==> config.mk <==
export PLATFORM = sky130hd
export DESIGN_NAME = seg_scan_driver
export DESIGN_NICKNAME = d
export VERILOG_FILES = /design/src/rtl/seg_pkg.sv /design/src/rtl/scan_slot_timer.sv /design/src/rtl/seg_scan_driver.sv
export SDC_FILE = /design/constraint.sdc
export NUM_CORES = 1
export LEC_CHECK = 0
export ABC_AREA = 1
export BUFFER_PORTS_ARGS = -buffer_cell sky130_fd_sc_hd__buf_2
export CAP_MARGIN = 20
export CORE_MARGIN = 1.5
export CORE_UTILIZATION = 54
export CTS_CLUSTER_DIAMETER = 200
export DETAILED_ROUTE_END_ITERATION = 8
export MAX_ROUTING_LAYER = met4
export PLACE_DENSITY = 0.76
export SLEW_MARGIN = 30
export SYNTH_ARGS = -nofsm -noshare
export SYNTH_HDL_FRONTEND = slang
export SYNTH_SLANG_ARGS = --single-unit
==> constraint.sdc <==
create_clock -name clk -period 1.57 [get_ports clk]
set_input_delay 0.2355 -clock clk [delete_from_list [all_inputs] [get_ports clk]]
set_output_delay 0.2355 -clock clk [all_outputs]
set_load 0.02 [all_outputs]
==> src/rtl/seg_pkg.sv <==
// seg_pkg: shared constants and scan-state type for the seven-segment scan driver.
package seg_pkg;
  localparam int SEG_W = 7;
  localparam logic [SEG_W-1:0] SEG_BLANK = 7'h7F;
  typedef enum logic [1:0] {IDLE, BLANK, SHOW} scan_state_t;
endpackage

==> src/rtl/scan_slot_timer.sv <==
// scan_slot_timer: free-running per-slot counter with end-of-blank and end-of-slot pulses.
module scan_slot_timer #(
  parameter int REFRESH_DIV  = 50000,
  parameter int BLANK_CYCLES = 1000
) (
  input  logic clk,
  input  logic rst_n,
  input  logic clear,
  output logic blank_end,
  output logic slot_end
);
  localparam int CW = $clog2(REFRESH_DIV);
  localparam int BE = (BLANK_CYCLES == 0) ? 0 : BLANK_CYCLES - 1;
  logic [CW-1:0] cnt_q, cnt_d;
  always_comb begin
    slot_end  = cnt_q == CW'(REFRESH_DIV - 1);
    blank_end = (BLANK_CYCLES != 0) && (cnt_q == CW'(BE));
    cnt_d     = (clear || slot_end) ? '0 : cnt_q + 1'b1;
  end
  always_ff @(posedge clk or negedge rst_n)
    if (!rst_n) cnt_q <= '0;
    else cnt_q <= cnt_d;
endmodule

==> src/rtl/seg_scan_driver.sv <==
// seg_scan_driver: multiplexes NUM_DIGITS active-low seven-segment patterns onto one bus,
// with a leading blank window per slot and frame-aligned double-buffered pattern updates.
module seg_scan_driver
  import seg_pkg::*;
#(
  parameter int NUM_DIGITS   = 2,
  parameter int REFRESH_DIV  = 50000,
  parameter int BLANK_CYCLES = 1000
) (
  input  logic                        clk,
  input  logic                        rst_n,
  input  logic                        enable,
  input  logic                        load,
  input  logic [SEG_W*NUM_DIGITS-1:0] seg_in,
  output logic [SEG_W-1:0]            seg_out,
  output logic [NUM_DIGITS-1:0]       an_n,
  output logic                        frame_done
);
  localparam int IW = (NUM_DIGITS > 1) ? $clog2(NUM_DIGITS) : 1;
  localparam logic [IW-1:0] LAST = IW'(NUM_DIGITS - 1);
  localparam scan_state_t FIRST = (BLANK_CYCLES == 0) ? SHOW : BLANK;
  typedef logic [NUM_DIGITS-1:0][SEG_W-1:0] seg_arr_t;

  scan_state_t             state_q, state_d;
  logic [IW-1:0]           idx_q, idx_d;
  seg_arr_t                shadow_q, shadow_d, active_q, active_d;
  logic                    pending_q, pending_d;
  logic [SEG_W-1:0]        seg_out_d;
  logic [NUM_DIGITS-1:0]   an_n_d, sel;
  logic                    frame_done_d, clear, blank_end, slot_end, idle, boundary;

  scan_slot_timer #(.REFRESH_DIV(REFRESH_DIV), .BLANK_CYCLES(BLANK_CYCLES)) u_timer (
    .clk       (clk),
    .rst_n     (rst_n),
    .clear     (clear),
    .blank_end (blank_end),
    .slot_end  (slot_end)
  );

  always_comb begin
    idle     = state_q == IDLE;
    boundary = enable && state_q == SHOW && slot_end && idx_q == LAST;
    clear    = !enable || idle;
    state_d  = state_q;
    idx_d    = idx_q;
    if (!enable) begin
      state_d = IDLE;
      idx_d   = '0;
    end else if (idle) begin
      state_d = FIRST;
      idx_d   = '0;
    end else if (state_q == BLANK && blank_end) begin
      state_d = SHOW;
    end else if (state_q == SHOW && slot_end) begin
      state_d = FIRST;
      idx_d   = (idx_q == LAST) ? '0 : idx_q + 1'b1;
    end
    // While idle or exactly at the frame edge, a load bypasses the shadow so it shows at once.
    shadow_d     = load ? seg_arr_t'(seg_in) : shadow_q;
    active_d     = (load && (idle || boundary)) ? seg_arr_t'(seg_in) :
                   (boundary && pending_q) ? shadow_q : active_q;
    pending_d    = (boundary || (idle && load)) ? 1'b0 : (load || pending_q);
    sel          = '0;
    sel[idx_d]   = 1'b1;
    seg_out_d    = (state_d == SHOW) ? active_d[idx_d] : SEG_BLANK;
    an_n_d       = (state_d == SHOW) ? ~sel : '1;
    frame_done_d = boundary;
  end

  always_ff @(posedge clk or negedge rst_n)
    if (!rst_n) begin
      state_q    <= IDLE;
      idx_q      <= '0;
      shadow_q   <= '1;
      active_q   <= '1;
      pending_q  <= 1'b0;
      seg_out    <= SEG_BLANK;
      an_n       <= '1;
      frame_done <= 1'b0;
    end else begin
      state_q    <= state_d;
      idx_q      <= idx_d;
      shadow_q   <= shadow_d;
      active_q   <= active_d;
      pending_q  <= pending_d;
      seg_out    <= seg_out_d;
      an_n       <= an_n_d;
      frame_done <= frame_done_d;
    end
endmodule

# == Yosys cells after proc, flatten, opt, wreduce, memory -nomap -nowiden ==
# Index checks and enable logic that the tools add are counted.
# classes
n_mux,19
add_sub_neg,2
n_lt_le_gt_ge,2
bitwise,1
n_reduce_logical,16
n_eq_ne,5
# ops
operator,count
14-bit two-way mux,2
7-bit two-way mux,3
16-bit by 1-bit adder with 16-bit output (second input constant),1
16-bit by 10-bit == test with 1-bit output (second input constant),1
16-bit == test (second input constant),1
16-bit two-way mux,1
2-bit two-way mux,5
1-bit logical AND,9
1-bit two-way mux,7
1-bit logical OR,5
2-bit == test (second input constant),2
2-bit by 1-bit == test with 1-bit output (second input constant),1
2-bit logical NOT,1
1-bit by 2-bit < comparator with 1-bit output (second input constant),1
2-bit NOT,1
1-bit adder (second input constant),1
1-bit demux with 1-bit select,1
1-bit >= comparator (second input constant),1
1-bit logical NOT,1
# totals
output_inout_bits,10
reg_bits,58
elab_cells,56

# == Depth between registers and ports, before layout ==
# logic_depth
depth_word,12
mapped_depth,13

# == Modules after synthesis ==
# From an unflattened synthesis, not the netlist that was laid out.
# unflattened
cells_unflattened,362
area_unflattened_um2,2925.3
# modules_own_cells
module,seq_area_each_um2,n_inst,cells_each,area_each_um2
seg_scan_driver,1097.3,1,238,1993.2
scan_slot_timer,400.4,1,124,932.1

# == Worst setup path before layout ==
# OpenSTA, ideal clock, no wires.
# synth_timing
kind,register to register
startpoint,register u_timer.cnt_q[0]
endpoint,register seg_out[0]
required_time_ns,1.498
stages_incl_launch_ff,13
arrival_time_ns,1.511
setup_slack_ns,-0.014
path_buffers,0
cell_sequence,dfrtp_1 > ha_1 > nand2_2 > nor2_4 > nand2_2 > nor2_4 > nand3_2 > nand2_2 > nand2_4 > nor2_4 > nand3_1 > nand2_1 > inv_1
# synth_between
elab_chain_len,9
elab_cells_between_ends,23
cone_classes,eq/ne (3); mux (13); reduce/logical (7)
# synth_rtl
element,line,rtl
"start, declared",scan_slot_timer.sv:14,"logic [CW-1:0] cnt_q, cnt_d;"
"start signal, assigned",scan_slot_timer.sv:22,else cnt_q <= cnt_d;
16-bit == test,scan_slot_timer.sv:16,slot_end = cnt_q == CW'(REFRESH_DIV - 1);
1-bit logical AND (on tied branches),"seg_scan_driver.sv:54, seg_scan_driver.sv:42",
1-bit two-way mux / 1-bit logical AND (equally long branches),"seg_scan_driver.sv:54, seg_scan_driver.sv:42",
"1-bit two-way mux, or another cell as far along",seg_scan_driver.sv:52,end else if (state_q == BLANK && blank_end) begin
"1-bit two-way mux, or another cell as far along",seg_scan_driver.sv:49,end else if (idle) begin
1-bit two-way mux / 14-bit two-way mux (equally long branches),"seg_scan_driver.sv:46, seg_scan_driver.sv:60",
7-bit two-way mux (not written as such) (2 in series),seg_scan_driver.sv:65,seg_out_d = (state_d == SHOW) ? active_d[idx_d] : SEG_BLANK;
7-bit two-way mux (*),seg_scan_driver.sv:65,
via seg_out_d[0],seg_scan_driver.sv:28,logic [SEG_W-1:0] seg_out_d;
"end signal, assigned",seg_scan_driver.sv:86,seg_out <= seg_out_d;
"end, declared",seg_scan_driver.sv:15,"output logic [SEG_W-1:0] seg_out,"
# The timed path passes the listed nets; every way through them passes the cells marked *. The select of a mux whose other input is x is not followed.
# A chain may end at the register's enable or synchronous reset.

# == Worst setup path after layout ==
# layout_timing
startpoint,register u_timer.cnt_q[5]
endpoint,register seg_out[3]
# Same word-level chain as after synthesis.

==> flow_summary.rst <==
.. list-table::
   :header-rows: 1

   * - Metric
     - Value
   * - Clk root buf
     - clkbuf_8
   * - Post-synth top area share
     - 30.1%
   * - Max Clock Skew
     - 0.00974 ns
   * - Post-DR vias/cell
     - 5.25
   * - Global-route wire length before repair
     - 12.3 mm
   * - Clk Latency, worst-skew pair
     - 0.34 ns
   * - Syn Nets
     - 393
   * - Ratio of cells with drive above 1 in the final layout
     - 54.1%
   * - Top cells by area in the synthesized netlist
     - dfstp_2 (30%), dfrtp_1 (16%), nand3_2 (8.4%), nand2_1 (7.7%), inv_1 (6.5%)
   * - Clk pin slew, worst setup/hold paths
     - 0.07 ns
   * - Standard-cell row count
     - 27
   * - Worst-case hold slack
     - 0.124 ns
   * - Starting Density
     - 57.2%
   * - Cell Pwr Density
     - 838 nW/um^2
   * - CTS Buf Count
     - 9
   * - Global placement routability congestion
     - 0.847
   * - Worst min path class
     - primary input to register
   * - Number of max-cap violations
     - 0
   * - Reg2reg setup slack
     - -0.24 ns
   * - Unrepaired setup endpoints after global routing
     - yes
   * - PortBufs
     - 27
   * - Run status
     - finished with violations
   * - Number of diodes added for antenna fixing
     - 0
   * - Worst r2r dst
     - seg_out[3]
   * - Crit. End Element
     - register
   * - Critical path startpoint category
     - register
   * - Peak supply drop
     - 0.000624 V
   * - Post-Place Cell Area
     - 3710 sq um
   * - GRT Residual Overflow
     - 0
   * - Library cell occupying the most area in the post-synthesis netlist
     - dfstp_2
   * - Ys Warns
     - 0
   * - Number of max-slew violations in the final report
     - 0
   * - Design Power
     - 0.00358 W
   * - Layout Cells excl Fill
     - 530
   * - Die Span Y
     - 80.3 um
   * - Aggregate routed wire length
     - 7.68 mm
   * - Number of buffers between clock root and the deepest sink
     - 2
   * - Fillers
     - 366
   * - Leakage power
     - 2.00 nW
   * - Most used standard cells in the synthesized netlist
     - nand2_1 (66), inv_1 (56), nand3_1 (39), dfstp_2 (37)
   * - Die Outline Area
     - 6450 sq um
   * - Worst Setup Path Type
     - register to register
   * - Drt first pass iters
     - 5
   * - Summed instance area of the synthesized netlist
     - 3230 sq um
   * - Slew at the pin closest to its max-slew limit
     - 0.329 ns
   * - Most instantiated library cell after synthesis
     - nand2_1
   * - Number of top-level design ports
     - 28
   * - Syn Area/Cell
     - 8.63 sq um
   * - EDFF count, synth
     - 0
   * - Final worst path period share
     - 115%
   * - Sequential cell area
     - 1500 sq um
   * - Final nets
     - 472
   * - Final antenna-violating net count
     - 0
   * - Area used by multi-input combinational logic
     - 1590 sq um
   * - Initial drt markers
     - 243
   * - Crit path from
     - u_timer.cnt_q[5]
   * - CP Data Required Time
     - 1.85 ns
   * - Gate count after technology mapping
     - 374
   * - Number of global-route vias before repair
     - 2,761
   * - Synthesis-to-layout area growth
     - 32.2%
   * - Number of distinct library cell variants in the gate-level netlist after synthesis
     - 34
   * - Antenna violations before repair
     - 0
   * - Final Hold Fails
     - 0
   * - Via Count
     - 2,783
   * - Horizontal die dimension
     - 80.3 um
   * - Overall fraction of global-route tracks in use
     - 25.7%
   * - TritonCTS clock tree
     - built
   * - Worst path arrival time
     - 2.09 ns
   * - Crit Reg-Reg Startpoint
     - u_timer.cnt_q[5]
   * - Crit Path Max Fanout
     - 4
   * - Sequential share of the synthesized area
     - 46.4%
   * - Final worst slack
     - -0.241 ns
   * - Largest net degree at the start of global routing
     - 59
   * - Synthesis-stage register bit count
     - 58
   * - Clock Sink Count
     - 58
   * - Worst setup path endpoint
     - seg_out[3]
   * - Routed len/inst
     - 14.5 um
   * - Final setup violation count
     - 30
   * - Cell count after placement
     - 498
   * - Violated checks
     - setup timing
   * - Cell count of the worst reg-to-reg path
     - 12
   * - Relative slew slack
     - 77.9%
   * - Synth Flop Type
     - dfstp_2
   * - Max H-tree Level
     - 3
   * - Final worst path period need
     - 1.81 ns
   * - Post-synthesis async set-or-reset flop share
     - 100%
   * - Highest clock rate
     - 552 MHz
   * - Core Footprint
     - 5640 sq um
   * - Detail Placement HPWL
     - 4.69 mm
   * - Final design area excluding fillers
     - 4270 sq um
   * - Drc violations
     - 0
## metrics by stage
stage	worst slack [ns]	TNS [ns]	util [%]
3_3_place_gp	-0.189	-1.67	65.8
6_report	-0.241	-3.64	75.7
2_1_floorplan	0.00107	0	-
4_1_cts	-0.207	-2.01	71.6
3_5_place_dp	-0.204	-2.08	65.8
5_1_grt	-0.390	-6.77	75.7
## metal layers
metal	GRT usage (%)	wire, um	vias to the layer above
met5	-	0	-
met4	11.0	148	0
met3	4.43	409	13
met2	39.5	3770	86
met1	33.6	3350	1354
li1	-	-	1330
## logic make-up after synthesis
group	after synthesis	share of synthesized area [%]
simple gates	208	38.0
buf+inv	77	10.2
flops	58	46.4
compound gates	27	4.26
xor+xnor	3	0.814
fa+ha+maj	1	0.387
## timing repair
| action | 4_1_cts | 5_1_grt |
|---|---|---|
| hold buffers | 1 | 0 |
| endpoints found under the setup margin | 23 | 35 |
| gates resized for setup | 16 | 44 |
| endpoints found under the hold margin | 21 | 0 |
| pin swaps | 7 | 19 |
| buffers inserted | 5 | 10 |
## worst min-delay path by stage
stage	from	endpoint	depth (start not counted)
floorplan	rst_n	frame_done	0
global placement	rst_n	u_timer.cnt_q[6]	2
detailed placement	rst_n	u_timer.cnt_q[6]	2
CTS	seg_in[3]	shadow_q[3]	3
global route	seg_in[6]	shadow_q[6]	3
finish	seg_in[6]	shadow_q[6]	3
## placed cells by master (no fill, tap or decap), types with 2 or more instances in the layout
cell type	count
nand3_1	28
clkbuf_8	10
inv_4	2
nand2_1	50
nor3_1	4
a21oi_1	6
buf_2	27
dfrtp_1	21
nand2_2	35
nand3_2	36
o21ai_0	17
inv_2	12
nand2_4	2
nand3_4	4
nor2_8	2
o21ai_1	2
buf_12	5
xor2_1	3
nand4_1	2
nor2_4	12
buf_4	38
bufinv_16	2
clkinv_2	2
dfstp_2	37
nor2_2	8
nor2_1	20
buf_6	8
inv_1	52
## critical path, stage by stage (launching register included)
cell	delay, ns
dfrtp_1	0.46
inv_2	0.08
nor2_1	0.13
nand2_1	0.07
nor2_1	0.14
nand3_2	0.16
nand3_4	0.13
nand3_4	0.11
nor2_4	0.13
buf_4	0.15
nand3_1	0.08
nand2_1	0.07
inv_1	0.04
## power by group
group | switching [W] | internal, W
clock | 0.000605 | 0.000933
combinational | 0.000241 | 0.000139
sequential | 0.0000273 | 0.00163
total | 0.000873 | 0.00271
## sequential cells by signal (all words and copies together), names as in the netlist
register and flops:
active_q 14, seg_out 7, frame_done 1, state_q 2, an_n 2, shadow_q 14, pending_q 1, u_timer.cnt_q 16
idx_q 1
## layout make-up
type                       instances  share of cell area, %
clock inverter                     5                   1.79
multi-input combinational        239                   37.3
timing repair buffer              79                   14.5
clock buffer                      11                   3.31
sequential                        58                   35.1
tap                               72                   2.11
inverter                          66                   5.86
(Power assumes the default switching activity.)
